<file path="src/rtl/mc_ctrl_pkg.sv">
// Shared encodings for the multi-cycle RV32I control sequencer: states,
// instruction classes, datapath select codes and opcode values.
package mc_ctrl_pkg;

    typedef enum logic [2:0] {
        S_IF,
        S_ID,
        S_EX,
        S_MEM,
        S_WB,
        S_PC4,
        S_HALT
    } state_t;

    typedef enum logic [3:0] {
        C_R,
        C_I,
        C_LOAD,
        C_STORE,
        C_BRANCH,
        C_JAL,
        C_JALR,
        C_ECALL,
        C_ILLEGAL
    } inst_class_t;

    localparam logic [1:0] WB_ALUOUT = 2'd0;
    localparam logic [1:0] WB_MDR    = 2'd1;
    localparam logic [1:0] WB_ALU    = 2'd2;

    localparam logic [1:0] SRCB_RS2  = 2'd0;
    localparam logic [1:0] SRCB_IMM  = 2'd1;
    localparam logic [1:0] SRCB_FOUR = 2'd2;

    localparam logic [1:0] ALUOP_ADD    = 2'd0;
    localparam logic [1:0] ALUOP_BRANCH = 2'd1;
    localparam logic [1:0] ALUOP_FUNCT  = 2'd2;

    localparam logic [6:0] OP_ARITH     = 7'b0110011;
    localparam logic [6:0] OP_ARITH_IMM = 7'b0010011;
    localparam logic [6:0] OP_LOAD      = 7'b0000011;
    localparam logic [6:0] OP_STORE     = 7'b0100011;
    localparam logic [6:0] OP_BRANCH    = 7'b1100011;
    localparam logic [6:0] OP_JAL       = 7'b1101111;
    localparam logic [6:0] OP_JALR      = 7'b1100111;
    localparam logic [6:0] OP_SYSTEM    = 7'b1110011;

endpackage

</file>
<file path="src/rtl/opcode_class_decoder.sv">
// Maps the IR opcode field onto an instruction class; shared by the
// sequencer and the immediate-format logic.
module opcode_class_decoder
    import mc_ctrl_pkg::*;
(
    input  logic [6:0]  opcode,
    output inst_class_t inst_class
);

    always_comb begin
        inst_class = C_ILLEGAL;
        case (opcode)
            OP_ARITH:     inst_class = C_R;
            OP_ARITH_IMM: inst_class = C_I;
            OP_LOAD:      inst_class = C_LOAD;
            OP_STORE:     inst_class = C_STORE;
            OP_BRANCH:    inst_class = C_BRANCH;
            OP_JAL:       inst_class = C_JAL;
            OP_JALR:      inst_class = C_JALR;
            OP_SYSTEM:    inst_class = C_ECALL;
            default:      inst_class = C_ILLEGAL;
        endcase
    end

endmodule

</file>
<file path="src/rtl/multicycle_control_fsm.sv">
// Multi-cycle RV32I control sequencer: steers ALU, memory port and IR/MDR/ALUOut
// enables one instruction at a time; halts on ECALL or an unknown opcode.
// state  | meaning
// S_IF   | fetch, hold request until mem_ready, load IR
// S_ID   | decode, ALUOut <= PC+imm
// S_EX   | execute by class; branch/JAL resolve here
// S_MEM  | data access at ALUOut
// S_WB   | rd write and PC update
// S_PC4  | PC <= PC+4 for not-taken branch / non-halting ECALL
// S_HALT | absorbing stop
module multicycle_control_fsm
    import mc_ctrl_pkg::*;
(
    input  logic       clk,
    input  logic       reset_n,
    input  logic [6:0] opcode,
    input  logic       bcond,
    input  logic       mem_ready,
    input  logic       ecall_halt,
    output logic       pc_write,
    output logic       pc_source,
    output logic       i_or_d,
    output logic       mem_read,
    output logic       mem_write,
    output logic       ir_write,
    output logic       reg_write,
    output logic [1:0] wb_sel,
    output logic       alu_src_a,
    output logic [1:0] alu_src_b,
    output logic [1:0] alu_op,
    output logic       is_halted,
    output logic       illegal_inst
);

    state_t      r_state;
    state_t      w_next;
    inst_class_t w_class;
    logic        r_is_halted;
    logic        r_illegal;
    logic        w_set_illegal;

    opcode_class_decoder u_dec (
        .opcode     (opcode),
        .inst_class (w_class)
    );

    always_ff @(posedge clk or negedge reset_n) begin
        if (!reset_n) begin
            r_state     <= S_IF;
            r_is_halted <= 1'b0;
            r_illegal   <= 1'b0;
        end else begin
            r_state <= w_next;
            if (w_next == S_HALT)
                r_is_halted <= 1'b1;
            if (w_set_illegal)
                r_illegal <= 1'b1;
        end
    end

    always_comb begin
        w_next        = r_state;
        w_set_illegal = 1'b0;
        pc_write      = 1'b0;
        pc_source     = 1'b0;
        i_or_d        = 1'b0;
        mem_read      = 1'b0;
        mem_write     = 1'b0;
        ir_write      = 1'b0;
        reg_write     = 1'b0;
        wb_sel        = WB_ALUOUT;
        alu_src_a     = 1'b0;
        alu_src_b     = SRCB_RS2;
        alu_op        = ALUOP_ADD;

        case (r_state)
            S_IF: begin
                mem_read = 1'b1;
                if (mem_ready) begin
                    ir_write = 1'b1;
                    w_next   = S_ID;
                end
            end
            S_ID: begin
                alu_src_b = SRCB_IMM;
                case (w_class)
                    C_ECALL:   w_next = ecall_halt ? S_HALT : S_PC4;
                    C_ILLEGAL: begin
                        w_set_illegal = 1'b1;
                        w_next        = S_HALT;
                    end
                    default:   w_next = S_EX;
                endcase
            end
            S_EX: begin
                alu_src_a = 1'b1;
                case (w_class)
                    C_R: begin
                        alu_op = ALUOP_FUNCT;
                        w_next = S_WB;
                    end
                    C_I: begin
                        alu_src_b = SRCB_IMM;
                        alu_op    = ALUOP_FUNCT;
                        w_next    = S_WB;
                    end
                    C_LOAD, C_STORE: begin
                        alu_src_b = SRCB_IMM;
                        w_next    = S_MEM;
                    end
                    C_JALR: begin
                        alu_src_b = SRCB_IMM;
                        w_next    = S_WB;
                    end
                    C_BRANCH: begin
                        alu_op = ALUOP_BRANCH;
                        if (bcond) begin
                            pc_write  = 1'b1;
                            pc_source = 1'b1;
                            w_next    = S_IF;
                        end else begin
                            w_next = S_PC4;
                        end
                    end
                    C_JAL: begin
                        // rd <= PC+4 from the live ALU while PC loads the ALUOut target
                        alu_src_a = 1'b0;
                        alu_src_b = SRCB_FOUR;
                        reg_write = 1'b1;
                        wb_sel    = WB_ALU;
                        pc_write  = 1'b1;
                        pc_source = 1'b1;
                        w_next    = S_IF;
                    end
                    default: w_next = S_IF;
                endcase
            end
            S_MEM: begin
                i_or_d    = 1'b1;
                mem_read  = (w_class == C_LOAD);
                mem_write = (w_class == C_STORE);
                if (mem_ready) begin
                    if (w_class == C_LOAD) begin
                        w_next = S_WB;
                    end else begin
                        alu_src_b = SRCB_FOUR;
                        pc_write  = (w_class == C_STORE);
                        w_next    = S_IF;
                    end
                end
            end
            S_WB: begin
                reg_write = 1'b1;
                alu_src_b = SRCB_FOUR;
                pc_write  = 1'b1;
                case (w_class)
                    C_LOAD: wb_sel = WB_MDR;
                    C_JALR: begin
                        wb_sel    = WB_ALU;
                        pc_source = 1'b1;
                    end
                    default: wb_sel = WB_ALUOUT;
                endcase
                w_next = S_IF;
            end
            S_PC4: begin
                alu_src_b = SRCB_FOUR;
                pc_write  = 1'b1;
                w_next    = S_IF;
            end
            S_HALT: w_next = S_HALT;
            default: w_next = S_IF;
        endcase

        if (!reset_n) begin
            pc_write  = 1'b0;
            pc_source = 1'b0;
            i_or_d    = 1'b0;
            mem_read  = 1'b0;
            mem_write = 1'b0;
            ir_write  = 1'b0;
            reg_write = 1'b0;
            wb_sel    = WB_ALUOUT;
            alu_src_a = 1'b0;
            alu_src_b = SRCB_RS2;
            alu_op    = ALUOP_ADD;
        end
    end

    assign is_halted    = r_is_halted;
    assign illegal_inst = r_illegal;

endmodule

</file>
<file path="config.mk">
export PLATFORM = sky130hd
export DESIGN_NAME = multicycle_control_fsm
export DESIGN_NICKNAME = d
export VERILOG_FILES = /design/src/rtl/mc_ctrl_pkg.sv /design/src/rtl/opcode_class_decoder.sv /design/src/rtl/multicycle_control_fsm.sv
export SDC_FILE = /design/constraint.sdc
export NUM_CORES = 1
export LEC_CHECK = 0
export BUFFER_PORTS_ARGS = -buffer_cell sky130_fd_sc_hd__clkbuf_2
export CAP_MARGIN = 20
export CORE_MARGIN = 2
export CORE_UTILIZATION = 45
export CTS_CLUSTER_SIZE = 40
export DETAILED_ROUTE_END_ITERATION = 12
export PLACE_DENSITY = 0.82
export SLEW_MARGIN = 20
export SYNTH_ARGS = -nofsm -noshare
export SYNTH_HDL_FRONTEND = slang
export SYNTH_SLANG_ARGS = --single-unit
</file>
<file path="constraint.sdc">
create_clock -name clk -period 1.6 [get_ports clk]
set_clock_uncertainty 0.2 [all_clocks]
set_input_delay 0.16 -clock clk [delete_from_list [all_inputs] [get_ports clk]]
set_output_delay 0.16 -clock clk [all_outputs]
set_load 0.02 [all_outputs]
</file>
==> flow_summary.ini, run 1 <==
[sta]
tightestPinTransition_ns = 0.338
rsz0062_at_grt = yes
number_of_failing_setup_endpoints_in_the_final_timing_report = 16
finalSetupTns_ns = -3.26
finalHoldViolations = 0
post-route-min-period_ns = 1.92
drv_slew = 0
whs_ns = 0.0292
slew_headroom_pct = 77.2
min_period_over_period_pct = 120
final_critical_path_setup_slack_ns = -0.324
achievable-frequency_mhz = 520

[floorplanning]
floorplan.io_pins = 28
std_cell_rows = 13
floorplan.core_area_sq_um = 1280
floorplan.initialDensity_pct = 47.7
die_span_y_um = 40.9
die_width_um = 40.9
design.die.area_sq_um = 1670

[logic_synthesis]
post_synth_most_frequent_cells = nand2_1 (8), nor3_1 (7), o21ai_0 (7)
asyncSetResetFlopFracSynth_pct = 100
dominantRegCellSynth = dfrtp_1
post-synth-top-count-cell = nand2_1
synthDistinctLibCells = 40
yosys-top-cells-area = dfrtp_1 (20%), and2b_2 (5.7%), nor3_1 (5.7%), o21ai_0 (5.7%), nand2_1 (4.9%)
synthesis.yosys.warnings = 0
syn_area_sq_um = 613
synth_seq_area_share_pct = 20.4
synth_largest_area_cell = dfrtp_1
syn-instance-count = 84
postSynthRegisterBits = 5
syn_nets = 96
syn_avg_cell_area_sq_um = 7.30
yosys.area.top_type_share_pct = 20.4
synth-edff-count = 0

[placement]
port_buffers = 27
place.gp.congestion = 0.842
hpwlAfterDp_um = 1580
placed_cells = 138

[clock_tree]
clkTransAtPathRegs_ns = 0.04
clock-sinks = 5
tritoncts = built
cts.htree.levels = 1
insertion_delay_ns = 0.25
inserted_clock_buffers = 3
clock_tree.buffer_depth = 2
clockRootBuffer = clkbuf_4

[grt]
grt_pass1_wl_um = 3370
global_route.overflow_total = 0
number_of_global_route_vias_before_repair = 786
grt_antenna_before_repair = 0
grt_start_max_net_pins = 10
grt.total_usage_pct = 31.0

[power_and_ir_drop]
power.clock.fraction_pct = 13.6
p_per_area_nw_per_um2 = 989
cellInternalPower_uw = 621
sw_share_pct = 44.6
seq_power_share_pct = 17.3
static-leakage-power_uw = 0.000499
worst_ir_drop_vdd_mv = 0.966
switching_power_uw = 501
power.total_uw = 1120
comb_power_share_pct = 69.1

[drt]
detailroute.via_count = 967
drt-wirelength-per-cell_um = 19.7
drcViolationCount = 0
wirelength_um = 2870
antenna_left = 0
drtIter0Drc = 53
viasPerCell = 6.62
dr.pass1.iters = 4

[status]
outcome = finished, violations left
failed_checks = negative setup slack

[critical_path]
r2r.worst_path.cells = 6
startpoint_type = flip-flop
crit_path_max_fanout = 5
timing.critical_path.required_ns = 1.24
path_class = reg -> out
timing.critical_path.to_type = output pin
crit_arrival_ns = 1.56

[final_layout]
nets = 144
synthToLayoutAreaGrowth_pct = 84.9
share_of_post_route_cells_with_drive_strength_above_1_pct = 61.8
number_of_cells_in_the_finished_layout_apart_from_fillers = 146
fillers = 61
antenna_cells = 0

[run]
timing.max_cap.violations = 0

[min_path]
timing.hold.worst_path_depth = 3
worst_hold_path_type = in -> reg
==> final cells by class <==
cell class | count | area (sq um) | share of cell area (%)
clock buffer | 4 | 26.3 | 2.32
inverter | 3 | 11.3 | 0.993
multi-input combinational | 73 | 576 | 50.8
sequential | 5 | 125 | 11.0
tap | 15 | 18.8 | 1.66
timing repair buffer | 46 | 377 | 33.2
==> timing repair <==
action | in CTS | in global routing
hold buffers | 1 | 0
buffers inserted | 1 | 2
pin swaps | 3 | 7
resized for setup | 36 | 25
setup endpoints to repair | 14 | 16
endpoints found under the hold margin | 5 | 0
==> per-stage QoR <==
stage / setup slack (ns) / utilization, % / cell area, sq um
finish: -0.324 / 88.2 / 1130
floorplan: -0.155 / - / 623
detailed placement: -0.0912 / 67.9 / 872
global route: -0.363 / 88.2 / 1130
global placement: -0.0322 / 67.9 / 872
CTS: -0.253 / 82.5 / 1060
==> logic make-up after synthesis <==
group                  after synthesis  share of synthesized area [%]
muxes                                1                           1.63
AOI/OAI and AO/OA                   21                           21.8
DFF                                  5                           20.4
buffers and inverters                6                           4.69
and+or+nand+nor                     51                           51.4
==> routing by layer <==
| layer | up-vias | GRT usage [%] | routed length (um) | share of wire (%) |
|---|---|---|---|---|
| li1 | 417 | - | - | - |
| met1 | 458 | 31.7 | 968 | 34 |
| met2 | 80 | 57.4 | 1500 | 52 |
| met3 | 12 | 3.80 | 280 | 9.7 |
| met4 | 0 | 20.8 | 118 | 4.1 |
| met5 | - | 0 | 0 | 0 |
==> final timing paths <==
check / startpoint / slack, ns / end
setup / recovery: r_state[2] / -0.32 / alu_src_b[1]
hold / removal: ecall_halt / 0.03 / r_state[1]
setup reg to reg: r_state[2] / -0.14 / r_state[2]
hold reg to reg: illegal_inst / 0.28 / illegal_inst
max in group asynchronous: reset_n / 0.55 / is_halted
min in group asynchronous: reset_n / 0.45 / r_state[2]
==> power by group through the flow <==
stage / registers (uW) / clock network, uW / logic (uW)
after floorplan: 181 / 0 / 309
after global placement: 182 / 0 / 487
after detailed placement: 183 / 0 / 503
after CTS: 187 / 153 / 621
after global routing: 197 / 159 / 800
final: 194 / 152 / 775
==> cells in the final DEF (no fill, tap or decap), types with 2 or more instances in the layout <==
cell type / count
a21oi_1: 2
a21oi_2: 2
and2b_2: 4
and3_2: 3
and3_4: 2
buf_4: 20
buf_6: 6
clkbuf_2: 13
clkbuf_4: 3
clkbuf_8: 5
dfrtp_1: 5
inv_1: 3
nand2_1: 5
nand2_2: 3
nand3_1: 2
nor2_1: 3
nor3_1: 2
nor3_2: 5
o21ai_0: 5
o21ai_1: 2
o221ai_2: 2
==> sequential cells by signal (all words and copies together), names as in the netlist <==
| register | cells |
|---|---|
| r_state | 3 |
| illegal_inst | 1 |
| is_halted | 1 |
==> worst max-delay path: stages, from the launching register on <==
cell,delay (ns)
dfrtp_1,0.39
and2b_2,0.24
and2b_2,0.20
nand2_4,0.10
o221ai_2,0.21
clkbuf_8,0.18
Note: power is estimated with default switching activity, not from simulation.
==> run 2: changes to the inputs <==
--- a/config.mk
+++ b/config.mk
@@ -5,7 +5,7 @@
 export SDC_FILE = /design/constraint.sdc
 export NUM_CORES = 1
 export LEC_CHECK = 0
-export BUFFER_PORTS_ARGS = -buffer_cell sky130_fd_sc_hd__clkbuf_2
+export BUFFER_PORTS_ARGS = -buffer_cell sky130_fd_sc_hd__buf_2
 export CAP_MARGIN = 20
 export CORE_MARGIN = 2
 export CORE_UTILIZATION = 45
==> flow_summary.ini, run 2 (synthesis gave the netlist of run 1 again) <==
[status]
outcome = finished, violations left
failed_checks = negative setup slack

[run]
timing.max_cap.violations = 0

[final_layout]
mostFrequentLayoutCell = buf_4
largest_reg_flops = 3
nets = 148
regMostFlops = r_state
synthToLayoutAreaGrowth_pct = 77.1
layout.cells.most_common_list = buf_4 (30), buf_2 (14), nand2_1 (7)
antenna_cells = 0
share_of_post_route_cells_with_drive_strength_above_1_pct = 59.3

[sta]
drv_slew = 0
finalHoldViolations = 0
tightestPinTransition_ns = 0.301
number_of_failing_setup_endpoints_in_the_final_timing_report = 15
whs_ns = 0.0159
post-route-min-period_ns = 1.89
min_period_over_period_pct = 118
final_critical_path_setup_slack_ns = -0.289
rsz0062_at_grt = yes
achievable-frequency_mhz = 529
slew_headroom_pct = 79.8

[critical_path]
r2r_slack_ns = -0.11
rr_startpoint = r_state[2]
max_stage_delay_ns = 0.39
startpoint_type = flip-flop
cp_num_buf_inv = 1
timing.critical_path.to_type = output pin
top_cell_family_by_delay_on_the_critical_path = simple AND/OR/NAND/NOR gates
crit_arrival_ns = 1.53
critical_path.cell_chain = and2b_2 > and2b_2 > nand2_4 > o221ai_2 > buf_4
r2r.worst_path.cells = 6
critical_path.reg2reg.endpoint = r_state[2]
crit_path_max_fanout = 5
crit_path_frequent_cell = and2b_2
timing.critical_path.required_ns = 1.24
slowest_stage = dfrtp_1
path_class = reg -> out

[clock_tree]
clock_tree.buffer_depth = 2
clockRootBuffer = clkbuf_4
clkTransAtPathRegs_ns = 0.06
insertion_delay_ns = 0.26
cts.htree.levels = 1
inserted_clock_buffers = 3
tritoncts = built
clock-sinks = 5

[drt]
drcViolationCount = 0
antenna_left = 0
drt-wirelength-per-cell_um = 18.4
detailroute.via_count = 937
wirelength_um = 2760
viasPerCell = 6.25
dr.pass1.iters = 5
drtIter0Drc = 29

[grt]
number_of_global_route_vias_before_repair = 842
grt.total_usage_pct = 36.3
use_met3_pct = 3.26
grt_use_met2_pct = 66.8
global_route.overflow_total = 0
grt_start_max_net_pins = 8
use_met1_pct = 40.3
grt_pass1_wl_um = 3800
grt_antenna_before_repair = 0
grt_most_used_layer = met2

[min_path]
worst_hold_path_endpoint = r_state[1]
worst_hold_path_type = in -> reg
min_from = ecall_halt
timing.hold.worst_path_depth = 3

[floorplanning]
die_width_um = 40.9
floorplan.io_pins = 28
floorplan.initialDensity_pct = 47.7
floorplan.core_area_sq_um = 1280
std_cell_rows = 13
design.die.area_sq_um = 1670
die_span_y_um = 40.9

[power_and_ir_drop]
static-leakage-power_uw = 0.000499
worst_ir_drop_vdd_mv = 0.702
p_per_area_nw_per_um2 = 950
power.total_uw = 1030

[placement]
placement.setup.worst_slack_ns = -0.0845
place.gp.congestion = 0.887
hpwlAfterDp_um = 1520
port_buffers = 27
## run 2: changes by cell type in the layout (fill, tap and decap cells not counted), sizes merged
cell	previous run	this run
buf	27	49
clkbuf	22	4
## run 2: worst max-delay path by stage
stage,from,to,cells after the start
floorplan,r_state[2],alu_op[0],4
global placement,r_state[2],alu_src_b[1],5
detailed placement,r_state[2],alu_src_b[1],5
CTS,r_state[2],alu_src_b[1],5
global route,r_state[2],alu_src_b[1],5
finish,r_state[2],alu_src_b[1],5
## run 2: report_power, final
| part | total (uW) | leakage (uW) | switching [uW] | internal, uW |
|---|---|---|---|---|
| clock | 161 | 0.0000150 | 65.5 | 95.1 |
| combinational | 679 | 0.000427 | 368 | 311 |
| sequential | 192 | 0.0000566 | 34.7 | 157 |
## run 2: area by class of cell
type                    count  area (sq um)
clock buffers               4          26.3
fillers                    60           199
repair buffers             50           362
inverters                   3          11.3
flip-flops and latches      5           125
multi-input cells          73           543
well taps                  15          18.8
## run 2: layer usage
metal	vias up	share of wire (%)
met4	0	3.4
met5	-	0
met1	448	41
li1	423	-
met2	51	50
met3	15	6.0
## run 2: stage by stage
step / utilization, % / TNS (ns) / instances / instance area (sq um)
floorplan: - / -0.565 / 84 / 623
global placement: 69.6 / -0.0836 / 141 / 895
finish: 84.5 / -2.91 / 150 / 1090
CTS: 82.6 / -2.04 / 149 / 1060
detailed placement: 69.6 / -0.218 / 141 / 895
global route: 84.5 / -3.36 / 150 / 1090
## run 2: tightest hold or removal path, cell delays in order
cell,delay [ns]
buf_2,0.09
o31ai_1,0.09
nand3_1,0.09
## run 2: what timing repair did
| item | 4_1_cts | 5_1_grt |
|---|---|---|
| gates resized for setup | 32 | 6 |
| endpoints found under the hold margin | 5 | 0 |
| hold buffers | 1 | 0 |
| buffers inserted | 4 | 1 |
| pin swaps | 9 | 5 |
| gates cloned | 0 | 0 |
| endpoints found under the setup margin | 13 | 16 |
